**src/rtl/fractal_sync_node.sv**
```systemverilog
// Fractal barrier synchronisation node: collects child sync requests per barrier id,
// wakes children on local root completion and forwards aggregated or pass-through requests upward.
module fractal_sync_node #(
  parameter int N_PORTS    = 2,
  parameter int AGGR_WIDTH = 4,
  parameter int ID_WIDTH   = 2
) (
  input  logic                                 clk_i,
  input  logic                                 rst_i,
  input  logic [N_PORTS-1:0]                   sync_i,
  input  logic [N_PORTS-1:0][AGGR_WIDTH-1:0]   aggr_i,
  input  logic [N_PORTS-1:0][ID_WIDTH-1:0]     id_i,
  output logic [N_PORTS-1:0]                   wake_o,
  output logic [N_PORTS-1:0]                   error_o,
  output logic                                 sync_o,
  output logic [AGGR_WIDTH-2:0]                aggr_o,
  output logic [ID_WIDTH-1:0]                  id_o,
  output logic [N_PORTS-1:0]                   src_o,
  input  logic                                 wake_i,
  input  logic [N_PORTS-1:0]                   dst_i,
  input  logic                                 error_i
);
  localparam int SD_WIDTH   = N_PORTS;
  localparam int N_BARRIERS = 2**ID_WIDTH;
  localparam int N_ITEMS    = N_BARRIERS + N_PORTS;
  localparam int PTR_W      = $clog2(N_ITEMS);
  localparam int PW         = $clog2(N_PORTS);

  logic [N_PORTS-1:0]                      busy_r, busy_s, fwd_r, fwd_s;
  logic [N_PORTS-1:0][AGGR_WIDTH-1:0]      faggr_r, faggr_s;
  logic [N_PORTS-1:0][ID_WIDTH-1:0]        fid_r, fid_s;
  logic [N_BARRIERS-1:0][N_PORTS-1:0]      arr_r, arr_s;
  logic [N_BARRIERS-1:0][AGGR_WIDTH-1:0]   baggr_r, baggr_s;
  logic [N_BARRIERS-1:0]                   pend_r, pend_s, complete_s, root_s;
  logic [PTR_W-1:0]                        ptr_r, ptr_s, idx_s, gidx_s;
  logic [PTR_W:0]                          sum_s;
  logic [PW-1:0]                           gp_s;
  logic [N_ITEMS-1:0]                      req_s;
  logic                                    found_s;
  logic [N_PORTS-1:0]                      wake_s, err_s, perr_s;
  logic                                    sync_s;
  logic [AGGR_WIDTH-2:0]                   aggr_s;
  logic [ID_WIDTH-1:0]                     id_s;
  logic [SD_WIDTH-1:0]                     src_s;

  // Next-state: accept/reject requests, detect completions, apply parent events, arbitrate upward.
  always_comb begin
    busy_s  = busy_r;
    fwd_s   = fwd_r;
    faggr_s = faggr_r;
    fid_s   = fid_r;
    arr_s   = arr_r;
    baggr_s = baggr_r;
    pend_s  = pend_r;
    ptr_s   = ptr_r;
    wake_s  = '0;
    err_s   = '0;
    sync_s  = 1'b0;
    aggr_s  = '0;
    id_s    = '0;
    src_s   = '0;
    found_s = 1'b0;
    gidx_s  = '0;
    gp_s    = '0;
    sum_s   = '0;
    idx_s   = '0;
    complete_s = '0;
    root_s     = '0;

    for (int p = 0; p < N_PORTS; p++) begin
      if (sync_i[p] && !busy_r[p] && aggr_i[p] != '0) begin
        if (aggr_i[p][0]) begin
          // Lower ports in the same cycle are already folded into arr_s/baggr_s.
          if (arr_s[id_i[p]] != '0 && baggr_s[id_i[p]] != aggr_i[p]) begin
            err_s[p] = 1'b1;
          end else begin
            arr_s[id_i[p]][p] = 1'b1;
            baggr_s[id_i[p]]  = aggr_i[p];
            busy_s[p]         = 1'b1;
          end
        end else begin
          fwd_s[p]   = 1'b1;
          faggr_s[p] = aggr_i[p];
          fid_s[p]   = id_i[p];
          busy_s[p]  = 1'b1;
        end
      end else begin
        err_s[p] = sync_i[p];
      end
    end

    for (int b = 0; b < N_BARRIERS; b++) begin
      complete_s[b] = (arr_s[b] == '1);
      root_s[b]     = complete_s[b] && (baggr_s[b] == AGGR_WIDTH'(1));
      if (root_s[b]) begin
        wake_s     = wake_s | arr_s[b];
        arr_s[b]   = '0;
        baggr_s[b] = '0;
      end else begin
        pend_s[b] = pend_r[b] | complete_s[b];
      end
    end

    perr_s = {N_PORTS{error_i}} & dst_i & busy_r;
    wake_s = wake_s | ({N_PORTS{wake_i}} & dst_i & busy_r);
    err_s  = err_s | perr_s;
    busy_s = busy_s & ~(wake_s | perr_s);

    req_s = {fwd_s, pend_s};
    for (int i = 0; i < N_ITEMS; i++) begin
      sum_s   = {1'b0, ptr_r} + (PTR_W+1)'(i);
      idx_s   = (sum_s >= (PTR_W+1)'(N_ITEMS)) ? PTR_W'(sum_s - (PTR_W+1)'(N_ITEMS))
                                               : sum_s[PTR_W-1:0];
      gidx_s  = (!found_s && req_s[idx_s]) ? idx_s : gidx_s;
      found_s = found_s | req_s[idx_s];
    end

    if (found_s) begin
      sync_s = 1'b1;
      ptr_s  = (gidx_s == PTR_W'(N_ITEMS-1)) ? '0 : gidx_s + PTR_W'(1);
      if (gidx_s < PTR_W'(N_BARRIERS)) begin
        aggr_s = baggr_s[gidx_s[ID_WIDTH-1:0]][AGGR_WIDTH-1:1];
        id_s   = gidx_s[ID_WIDTH-1:0];
        src_s  = '1;
        arr_s[gidx_s[ID_WIDTH-1:0]]   = '0;
        baggr_s[gidx_s[ID_WIDTH-1:0]] = '0;
        pend_s[gidx_s[ID_WIDTH-1:0]]  = 1'b0;
      end else begin
        gp_s        = PW'(gidx_s - PTR_W'(N_BARRIERS));
        aggr_s      = faggr_s[gp_s][AGGR_WIDTH-1:1];
        id_s        = fid_s[gp_s];
        src_s[gp_s] = 1'b1;
        fwd_s[gp_s] = 1'b0;
      end
    end else begin
      sync_s = 1'b0;
    end
  end

  // State and registered outputs.
  always_ff @(posedge clk_i) begin
    if (rst_i) begin
      busy_r  <= '0;
      fwd_r   <= '0;
      faggr_r <= '0;
      fid_r   <= '0;
      arr_r   <= '0;
      baggr_r <= '0;
      pend_r  <= '0;
      ptr_r   <= '0;
      wake_o  <= '0;
      error_o <= '0;
      sync_o  <= 1'b0;
      aggr_o  <= '0;
      id_o    <= '0;
      src_o   <= '0;
    end else begin
      busy_r  <= busy_s;
      fwd_r   <= fwd_s;
      faggr_r <= faggr_s;
      fid_r   <= fid_s;
      arr_r   <= arr_s;
      baggr_r <= baggr_s;
      pend_r  <= pend_s;
      ptr_r   <= ptr_s;
      wake_o  <= wake_s;
      error_o <= err_s;
      sync_o  <= sync_s;
      aggr_o  <= aggr_s;
      id_o    <= id_s;
      src_o   <= src_s;
    end
  end
endmodule

```
**config.mk**
```make
export PLATFORM = sky130hd
export DESIGN_NAME = fractal_sync_node
export DESIGN_NICKNAME = d
export VERILOG_FILES = /design/src/rtl/fractal_sync_node.sv
export SDC_FILE = /design/constraint.sdc
export NUM_CORES = 1
export LEC_CHECK = 0
export BUFFER_PORTS_ARGS = -buffer_cell sky130_fd_sc_hd__buf_2
export CORE_ASPECT_RATIO = 0.75
export CORE_MARGIN = 2
export CORE_UTILIZATION = 50
export DETAILED_ROUTE_END_ITERATION = 7
export PLACE_DENSITY = 0.67
export SYNTH_ARGS = -nofsm -noshare
export SYNTH_HDL_FRONTEND = slang
export SYNTH_SLANG_ARGS = --single-unit
export TNS_END_PERCENT = 30
```
**constraint.sdc**
```tcl
create_clock -name clk_i -period 6.1 [get_ports clk_i]
set_input_delay 0.915 -clock clk_i [delete_from_list [all_inputs] [get_ports clk_i]]
set_output_delay 0.915 -clock clk_i [all_outputs]
set_load 0.01 [all_outputs]
```
==> key figures, run 1 <==
Timing
  • Ratio of final minimum period to clock period: 0.9431
  • Max-slew headroom at the worst pin: 0.5181
  • RSZ-0062 raised after global routing: no
  • Number of max-slew violations in the final report: 0
  • Final worst clock skew: 8.381 ps
  • Shortest clock period the worst path allows after layout: 5753 ps
  • Transition at the pin with the smallest max-transition slack: 717.7 ps
  • Final setup vio count: 0
  • Sum Neg Setup Slack: 0 ps
  • Final hold violation count: 0
  • Maximum clock frequency: 173.8 MHz

Clock network
  • Cell chosen for the clock root: sky130_fd_sc_hd__clkbuf_16
  • Gates resized, CTS repair: 0
  • Total clock buffers created by CTS: 9
  • Worst-path clk slew: 60 ps
  • H-tree depth: 3
  • CTS Buffer Depth: 2
  • # hold bufs at CTS: 0
  • Setup repair bufs after CTS: 0
  • Num Clock Sinks: 57
  • Clk_lat worst skew: 330 ps
  • Clock tree from TritonCTS: built

Cells and area
  • Fraction of final layout cells sized beyond drive strength 1: 0.2285
  • Total of fill cells in the finished design: 909
  • Area of the multi-input gates: 0.003740 mm^2
  • Number of nets in the finished design: 697
  • Most frequent cells in the layout: sky130_fd_sc_hd__nor2_1, sky130_fd_sc_hd__dfxtp_1, sky130_fd_sc_hd__nand2_1
  • Area occupied by registers: 0.001141 mm^2
  • Diodes inserted: 0
  • Growth of design area from synthesis to finish: 14.64%
  • Post-layout instance area: 0.005887 mm^2
  • Leading cell type in the layout, fill and taps excluded: sky130_fd_sc_hd__nor2_1
  • Count of non-filler cells in the finished layout: 810

Detailed routing
  • Average wire length per cell after detail routing: 20.64 um
  • Met1 wire length: 7.361 mm
  • Met3 wire length: 2.189 mm
  • WL final: 16.72 mm
  • DRC marker count from the first detailed-route iteration: 692
  • Top routing layer in use: met4
  • Router iterations before antenna repair: 6
  • Met2 wire length: 6.805 mm
  • Via total after detailed routing: 5,378
  • Post-DRT Antenna Nets: 0
  • Count of unresolved DRC violations after routing: 0
  • Via/cell ratio: 6.640

Synthesis
  • Number of flops mapped to enable cells by yosys: 0
  • Mapped Nets: 659
  • Post-Synthesis Cell Area: 0.005135 mm^2
  • Syn. warnings: 0
  • Primary flip-flop cell chosen by synthesis mapping: sky130_fd_sc_hd__dfxtp_1
  • Average size of a mapped cell: 8.138 um^2
  • Async set or reset register ratio after synthesis: 0
  • Number of instances in the synthesized netlist: 631
  • Register bit count reported by yosys: 57
  • Netlist cell types: 99
  • Sequential area share after synthesis: 0.2222

Setup path
  • Peak fanout along the critical path: 8
  • Worst Setup End Kind: flop
  • CP startpoint kind: input port
  • WP data arrival: 6000 ps
  • Worst EP required: 6350 ps
  • Critical path type: in -> reg

Place
  • Routability congestion estimate from global placement: 1.007
  • Placed Cells incl. Taps: 794
  • Estimated wirelength of the detail-placed design: 12.75 mm
  • Post-detailed-placement cell area: 0.005559 mm^2
  • Number of input and output port buffers inserted: 31

Floorplan
  • Effective utilization at floorplan: 0.5069
  • Total I/O pin count: 32
  • Area of the placeable core: 0.01013 mm^2
  • Placement Rows: 32
  • X dimension of the die: 121.0 um
  • Die footprint: 0.01110 mm^2
  • Die height: 91.77 um

Job
  • Reported max-cap violation count: 0

Run status
  • Status: finished clean

Global route
  • Via count of the first global-routing pass: 4,922
  • Overflow left after global routing: 0
  • First-pass GRT wire length: 26.74 mm
  • Total global-route track usage: 0.3069
  • Largest net degree at the start of global routing: 35
  • Number of antenna violations at the first check in global routing: 0

Power
  • Power density cells: 453.1 mW/mm^2
  • Highest ir drop seen on vdd: 0.2120 mV
  • Static Leakage: 0.002230 uW
  • Total power of the final layout: 2667 uW

Min path
  • HP Class: reg -> reg
-- through the flow --
step	setup WS [ps]	util	hold WS, ps
finish	347.4	0.5812	490.8
global route	2.176	0.5812	512.4
CTS	443.1	0.5812	498.2
detailed placement	129.3	0.5488	483.7
global placement	208.9	0.5488	477.0
floorplan	664.9	-	441.3
-- worst max-delay path: stages --
cell	delay, ps
sky130_fd_sc_hd__buf_2	180
sky130_fd_sc_hd__mux4_2	550
sky130_fd_sc_hd__xnor2_2	220
sky130_fd_sc_hd__nand4_4	230
sky130_fd_sc_hd__a211oi_1	540
sky130_fd_sc_hd__nor3_1	160
sky130_fd_sc_hd__a211oi_2	430
sky130_fd_sc_hd__o2111ai_2	290
sky130_fd_sc_hd__a2111oi_2	650
sky130_fd_sc_hd__o31ai_1	180
sky130_fd_sc_hd__o311ai_2	380
sky130_fd_sc_hd__nand3_1	220
sky130_fd_sc_hd__a31oi_4	300
sky130_fd_sc_hd__nor2_2	180
sky130_fd_sc_hd__or3_1	390
sky130_fd_sc_hd__a21oi_1	180
-- sequential cells by signal (all words and copies together), names as in the netlist --
signal   flops
aggr_o       3
arr_r        8
baggr_r     16
busy_r       2
error_o      2
faggr_r      6
fid_r        4
fwd_r        2
id_o         2
pend_r       4
ptr_r        3
src_o        2
sync_o       1
wake_o       2
-- layer usage --
layer / track usage / vias up
met5: 0 / -
met4: 0.09205 / 0
met3: 0.08582 / 38
met2: 0.4335 / 348
met1: 0.4490 / 2517
li1: - / 2475
-- power breakdown --
part | leakage, uW | internal, uW | switching, uW
sequential | 0.000465 | 429 | 44.2
combinational | 0.00161 | 633 | 1000
clock | 0.000157 | 361 | 196
total | 0.00223 | 1420 | 1240
-- layout make-up --
class | instances | area share
multi-input cells | 515 | 0.6353
flip-flops and latches | 57 | 0.1938
repair buffers | 70 | 0.07609
clock buffers | 9 | 0.03826
well taps | 136 | 0.02891
clock inverters | 7 | 0.01743
inverters | 16 | 0.01020
-- synthesized netlist by cell type (5+ instances only) --
| library cell | instances | area [um^2] |
|---|---|---|
| sky130_fd_sc_hd__nor2_1 | 81 | 304.0 |
| sky130_fd_sc_hd__dfxtp_1 | 57 | 1141 |
| sky130_fd_sc_hd__nand2_1 | 44 | 165.2 |
| sky130_fd_sc_hd__a21oi_1 | 41 | 205.2 |
| sky130_fd_sc_hd__clkbuf_1 | 31 | 116.4 |
| sky130_fd_sc_hd__mux2i_1 | 25 | 250.2 |
| sky130_fd_sc_hd__nand3_1 | 22 | 110.1 |
| sky130_fd_sc_hd__o21ai_0 | 22 | 110.1 |
| sky130_fd_sc_hd__nor3_1 | 20 | 100.1 |
| sky130_fd_sc_hd__inv_1 | 14 | 52.55 |
| sky130_fd_sc_hd__a211oi_1 | 11 | 82.58 |
| sky130_fd_sc_hd__nor2b_1 | 11 | 68.82 |
| sky130_fd_sc_hd__nand2b_1 | 10 | 62.56 |
| sky130_fd_sc_hd__o211ai_1 | 9 | 67.56 |
| sky130_fd_sc_hd__o31ai_1 | 9 | 67.56 |
| sky130_fd_sc_hd__or3_1 | 9 | 56.30 |
| sky130_fd_sc_hd__ha_1 | 8 | 100.1 |
| sky130_fd_sc_hd__a22oi_1 | 7 | 52.55 |
| sky130_fd_sc_hd__a31oi_1 | 7 | 43.79 |
| sky130_fd_sc_hd__mux4_2 | 7 | 157.7 |
| sky130_fd_sc_hd__nor3_2 | 7 | 70.07 |
| sky130_fd_sc_hd__mux2_2 | 6 | 67.56 |
| sky130_fd_sc_hd__nor4_1 | 6 | 37.54 |
| sky130_fd_sc_hd__or2_1 | 6 | 37.54 |
| sky130_fd_sc_hd__xnor2_1 | 6 | 52.55 |
| sky130_fd_sc_hd__a2111oi_2 | 5 | 75.07 |
| sky130_fd_sc_hd__a2111oi_4 | 5 | 137.6 |
| sky130_fd_sc_hd__and2_1 | 5 | 31.28 |
| sky130_fd_sc_hd__buf_2 | 5 | 25.02 |
| sky130_fd_sc_hd__o21ai_1 | 5 | 25.02 |
| sky130_fd_sc_hd__o31a_1 | 5 | 43.79 |
-- worst paths after layout --
check / from / endpoint / slack [ps] / depth (start not counted)
setup / recovery: id_i[0] / id_o[0] / 350 / 16
hold / removal: faggr_r[1] / faggr_r[1] / 490 / 2
hold reg to reg: faggr_r[1] / faggr_r[1] / 490 / 2
setup reg to reg: arr_r[1] / id_o[0] / 740 / 14
-- cells by family after synthesis --
| family | count (synthesis) | share of synthesized area |
|---|---|---|
| DFF | 57 | 0.2222 |
| adders and majority gates | 8 | 0.01949 |
| AOI/OAI and AO/OA | 202 | 0.3343 |
| buffers and inverters | 59 | 0.04946 |
| muxes | 38 | 0.09259 |
| xor gates and xnor gates | 14 | 0.02973 |
| and+or+nand+nor | 253 | 0.2522 |
Power figures use the tool's default switching activity.
==> run 2: changes to the inputs <==
--- a/config.mk
+++ b/config.mk
@@ -6,11 +6,13 @@
 export NUM_CORES = 1
 export LEC_CHECK = 0
 export BUFFER_PORTS_ARGS = -buffer_cell sky130_fd_sc_hd__buf_2
+export CELL_PAD_IN_SITES_DETAIL_PLACEMENT = 2
+export CELL_PAD_IN_SITES_GLOBAL_PLACEMENT = 2
 export CORE_ASPECT_RATIO = 0.75
 export CORE_MARGIN = 2
-export CORE_UTILIZATION = 50
+export CORE_UTILIZATION = 38
 export DETAILED_ROUTE_END_ITERATION = 7
-export PLACE_DENSITY = 0.67
+export PLACE_DENSITY = 0.81
 export SYNTH_ARGS = -nofsm -noshare
 export SYNTH_HDL_FRONTEND = slang
 export SYNTH_SLANG_ARGS = --single-unit
==> run 2 against run 1 <==
Net effect: the flow now finishes with violations (setup timing); sequential share of layout area decreased by 2.3 points; wire length increased by 120%; setup slack got worse by 800 ps; combinational power increased by 52%; clock-buffer cell count unchanged; critical path depth increased by 5; flip-flop and latch count unchanged; highest routed layer is now met5.
==> key figures, run 2 (synthesized netlist as in run 1, its figures left out) <==
Cells and area
  • Register bank with the most flops: baggr_r (unchanged)
  • Fraction of final layout cells sized beyond drive strength 1: 0.3242 (was 0.2285)
  • Number of nets in the finished design: 754 (was 697)
  • Biggest regs: baggr_r x16, arr_r x8, faggr_r x6 (unchanged)
  • Most frequent cells in the layout: sky130_fd_sc_hd__buf_4, sky130_fd_sc_hd__nor2_1, sky130_fd_sc_hd__dfxtp_1 (was sky130_fd_sc_hd__nor2_1, sky130_fd_sc_hd__dfxtp_1, sky130_fd_sc_hd__nand2_1)
  • Count of non-filler cells in the finished layout: 903 (was 810)
  • Leading cell type in the layout, fill and taps excluded: sky130_fd_sc_hd__buf_4 (was sky130_fd_sc_hd__nor2_1)
  • Growth of design area from synthesis to finish: 29.70% (was 14.64%)
  • Final core utilization: 0.5081 (was 0.5812)
  • Max reg flops: 16 (unchanged)

Clock network
  • Num Clock Sinks: 57 (unchanged)
  • Total clock buffers created by CTS: 9 (unchanged)
  • Clk_lat worst skew: 370 ps (was 330 ps)
  • Clock tree from TritonCTS: built (unchanged)
  • Worst-path clk slew: 60 ps (about the same)
  • Cell chosen for the clock root: sky130_fd_sc_hd__clkbuf_16 (unchanged)
  • H-tree depth: 3 (unchanged)
  • CTS Buffer Depth: 2 (unchanged)
  • # hold bufs at CTS: 0 (unchanged)

Floorplan
  • Effective utilization at floorplan: 0.3918 (was 0.5069)
  • Placement Rows: 36 (was 32)
  • Die height: 104.7 um (was 91.77 um)
  • Total I/O pin count: 32 (unchanged)
  • Area of the placeable core: 0.01311 mm^2 (was 0.01013 mm^2)
  • Die footprint: 0.01447 mm^2 (was 0.01110 mm^2)
  • X dimension of the die: 138.2 um (was 121.0 um)

Global route
  • Via count of the first global-routing pass: 7,243 (was 4,922)
  • Total global-route track usage: 0.4490 (was 0.3069)
  • Number of antenna violations at the first check in global routing: 2 (was 0)
  • Largest net degree at the start of global routing: 35 (unchanged)
  • First-pass GRT wire length: 48.97 mm (was 26.74 mm)
  • Overflow left after global routing: 0 (unchanged)

Power
  • Power density cells: 542.1 mW/mm^2 (was 453.1 mW/mm^2)
  • Highest ir drop seen on vdd: 0.2300 mV (was 0.2120 mV)
  • Static Leakage: 0.002565 uW (was 0.002230 uW)
  • Total power of the final layout: 3611 uW (was 2667 uW)

Timing
  • Post-route setup slack: -453.7 ps (was 347.4 ps)
  • Shortest clock period the worst path allows after layout: 6554 ps (was 5753 ps)
  • Final hold violation count: 0 (unchanged)
  • Sum Neg Setup Slack: -6080 ps (was 0 ps)
  • Max-slew headroom at the worst pin: 0.4051 (was 0.5181)
  • Maximum clock frequency: 152.6 MHz (was 173.8 MHz)
  • Number of max-slew violations in the final report: 0 (unchanged)
  • Ratio of final minimum period to clock period: 1.074 (was 0.9431)
  • Final worst clock skew: 16.06 ps (was 8.381 ps)
  • Final setup vio count: 35 (was 0)
  • Transition at the pin with the smallest max-transition slack: 886.0 ps (was 717.7 ps)

Detailed routing
  • Count of unresolved DRC violations after routing: 0 (unchanged)
  • Post-DRT Antenna Nets: 0 (unchanged)
  • WL final: 36.67 mm (was 16.72 mm)
  • Router iterations before antenna repair: 6 (unchanged)
  • Via/cell ratio: 7.806 (was 6.640)
  • Average wire length per cell after detail routing: 40.61 um (was 20.64 um)
  • DRC marker count from the first detailed-route iteration: 1,092 (was 692)
  • Via total after detailed routing: 7,049 (was 5,378)

Run status
  • Status: finished with violations (was finished clean)
  • Failing checks: setup timing

Setup path
  • WP data arrival: 6770 ps (was 6000 ps)
  • Timing startpoint of the critical path: id_i[1] (was id_i[0])
  • Worst Setup End Kind: flop (unchanged)
  • Worst R2R Setup Slack: -100 ps (was 740 ps)
  • Capture point of the critical path: baggr_r[11] (was id_o[0])
  • Launch instance of the worst register-to-register path: baggr_r[13] (was arr_r[1])
  • Reg2reg path depth: 20 (was 14)
  • CP startpoint kind: input port (unchanged)
  • Worst EP required: 6320 ps (was 6350 ps)
  • End of the worst register-to-register path: baggr_r[11] (was id_o[0])
  • Critical path type: in -> reg (unchanged)
  • Peak fanout along the critical path: 11 (was 8)

Place
  • Estimated wirelength of the detail-placed design: 19.56 mm (was 12.75 mm)
  • Number of input and output port buffers inserted: 31 (unchanged)
  • Routability congestion estimate from global placement: 0.9831 (was 1.007)
  • Placed Cells incl. Taps: 872 (was 794)

Min path
  • HP Class: reg -> reg (unchanged)

Job
  • Reported max-cap violation count: 0 (unchanged)
## run 2: where the power goes
part	internal, uW	switching (uW)
clock	363	250
sequential	429	65.3
combinational	838	1670
## run 2: how the worst min path moves through the flow
stage | startpoint | slack [ps] | cells after the start | endpoint
6_report | fid_r[1] | 550 | 2 | fid_r[1]
5_1_grt | fid_r[1] | 580 | 2 | fid_r[1]
4_1_cts | faggr_r[1] | 530 | 2 | faggr_r[1]
3_5_place_dp | faggr_r[1] | 500 | 2 | faggr_r[1]
3_3_place_gp | fid_r[1] | 470 | 2 | fid_r[1]
2_1_floorplan | fid_r[0] | 440 | 2 | fid_r[0]
## run 2: critical path, cell delays in order
cell and delay [ps]:
sky130_fd_sc_hd__buf_2 320, sky130_fd_sc_hd__mux4_2 460, sky130_fd_sc_hd__xnor2_4 270, sky130_fd_sc_hd__and4_2 360, sky130_fd_sc_hd__buf_4 180, sky130_fd_sc_hd__o21ai_0 210
sky130_fd_sc_hd__and2_1 310, sky130_fd_sc_hd__nor4_2 310, sky130_fd_sc_hd__buf_4 200, sky130_fd_sc_hd__o2111ai_4 210, sky130_fd_sc_hd__buf_4 230, sky130_fd_sc_hd__a2111oi_4 500
sky130_fd_sc_hd__o31ai_1 230, sky130_fd_sc_hd__o31ai_4 410, sky130_fd_sc_hd__buf_4 210, sky130_fd_sc_hd__o211a_1 230, sky130_fd_sc_hd__nor3_2 90, sky130_fd_sc_hd__nor2_4 310
sky130_fd_sc_hd__nor2_1 220, sky130_fd_sc_hd__buf_4 220, sky130_fd_sc_hd__nor3_2 350
## run 2: per-stage QoR
stage	hold WS [ps]	worst slack, ps	cell area [um^2]
2_1_floorplan	441.3	664.9	5135
4_1_cts	528.5	6.566	6386
3_5_place_dp	504.3	-253.8	5951
3_3_place_gp	466.1	75.42	5951
5_1_grt	580.0	-407.6	6658
6_report	546.8	-453.7	6660
## run 2: final cells by class
| cell class | instances | area (um^2) |
|---|---|---|
| clock buffers | 9 | 225.2 |
| clock inverters | 7 | 102.6 |
| fillers | 1412 | 6447 |
| multi-input cells | 515 | 3995 |
| inverters | 16 | 60.06 |
| flip-flops and latches | 57 | 1141 |
| well taps | 171 | 214.0 |
| diodes | 1 | 2.502 |
| repair buffers | 127 | 919.6 |
## run 2: what timing repair did
action	4_1_cts	5_1_grt
endpoints found under the setup margin	28	40
pin swaps	9	11
buffers inserted	6	8
endpoints found under the hold margin	0	0
resized for setup	7	40
## run 2: routing by layer
metal | global-route usage | share of wire | vias to the layer above | wire (um)
met5 | 0 | 0.0021 | - | 77
met4 | 0.2945 | 0.091 | 2 | 3337
met3 | 0.1425 | 0.12 | 305 | 4565
met2 | 0.7058 | 0.42 | 730 | 15470
met1 | 0.5284 | 0.36 | 3417 | 13230
li1 | - | - | 2595 | -
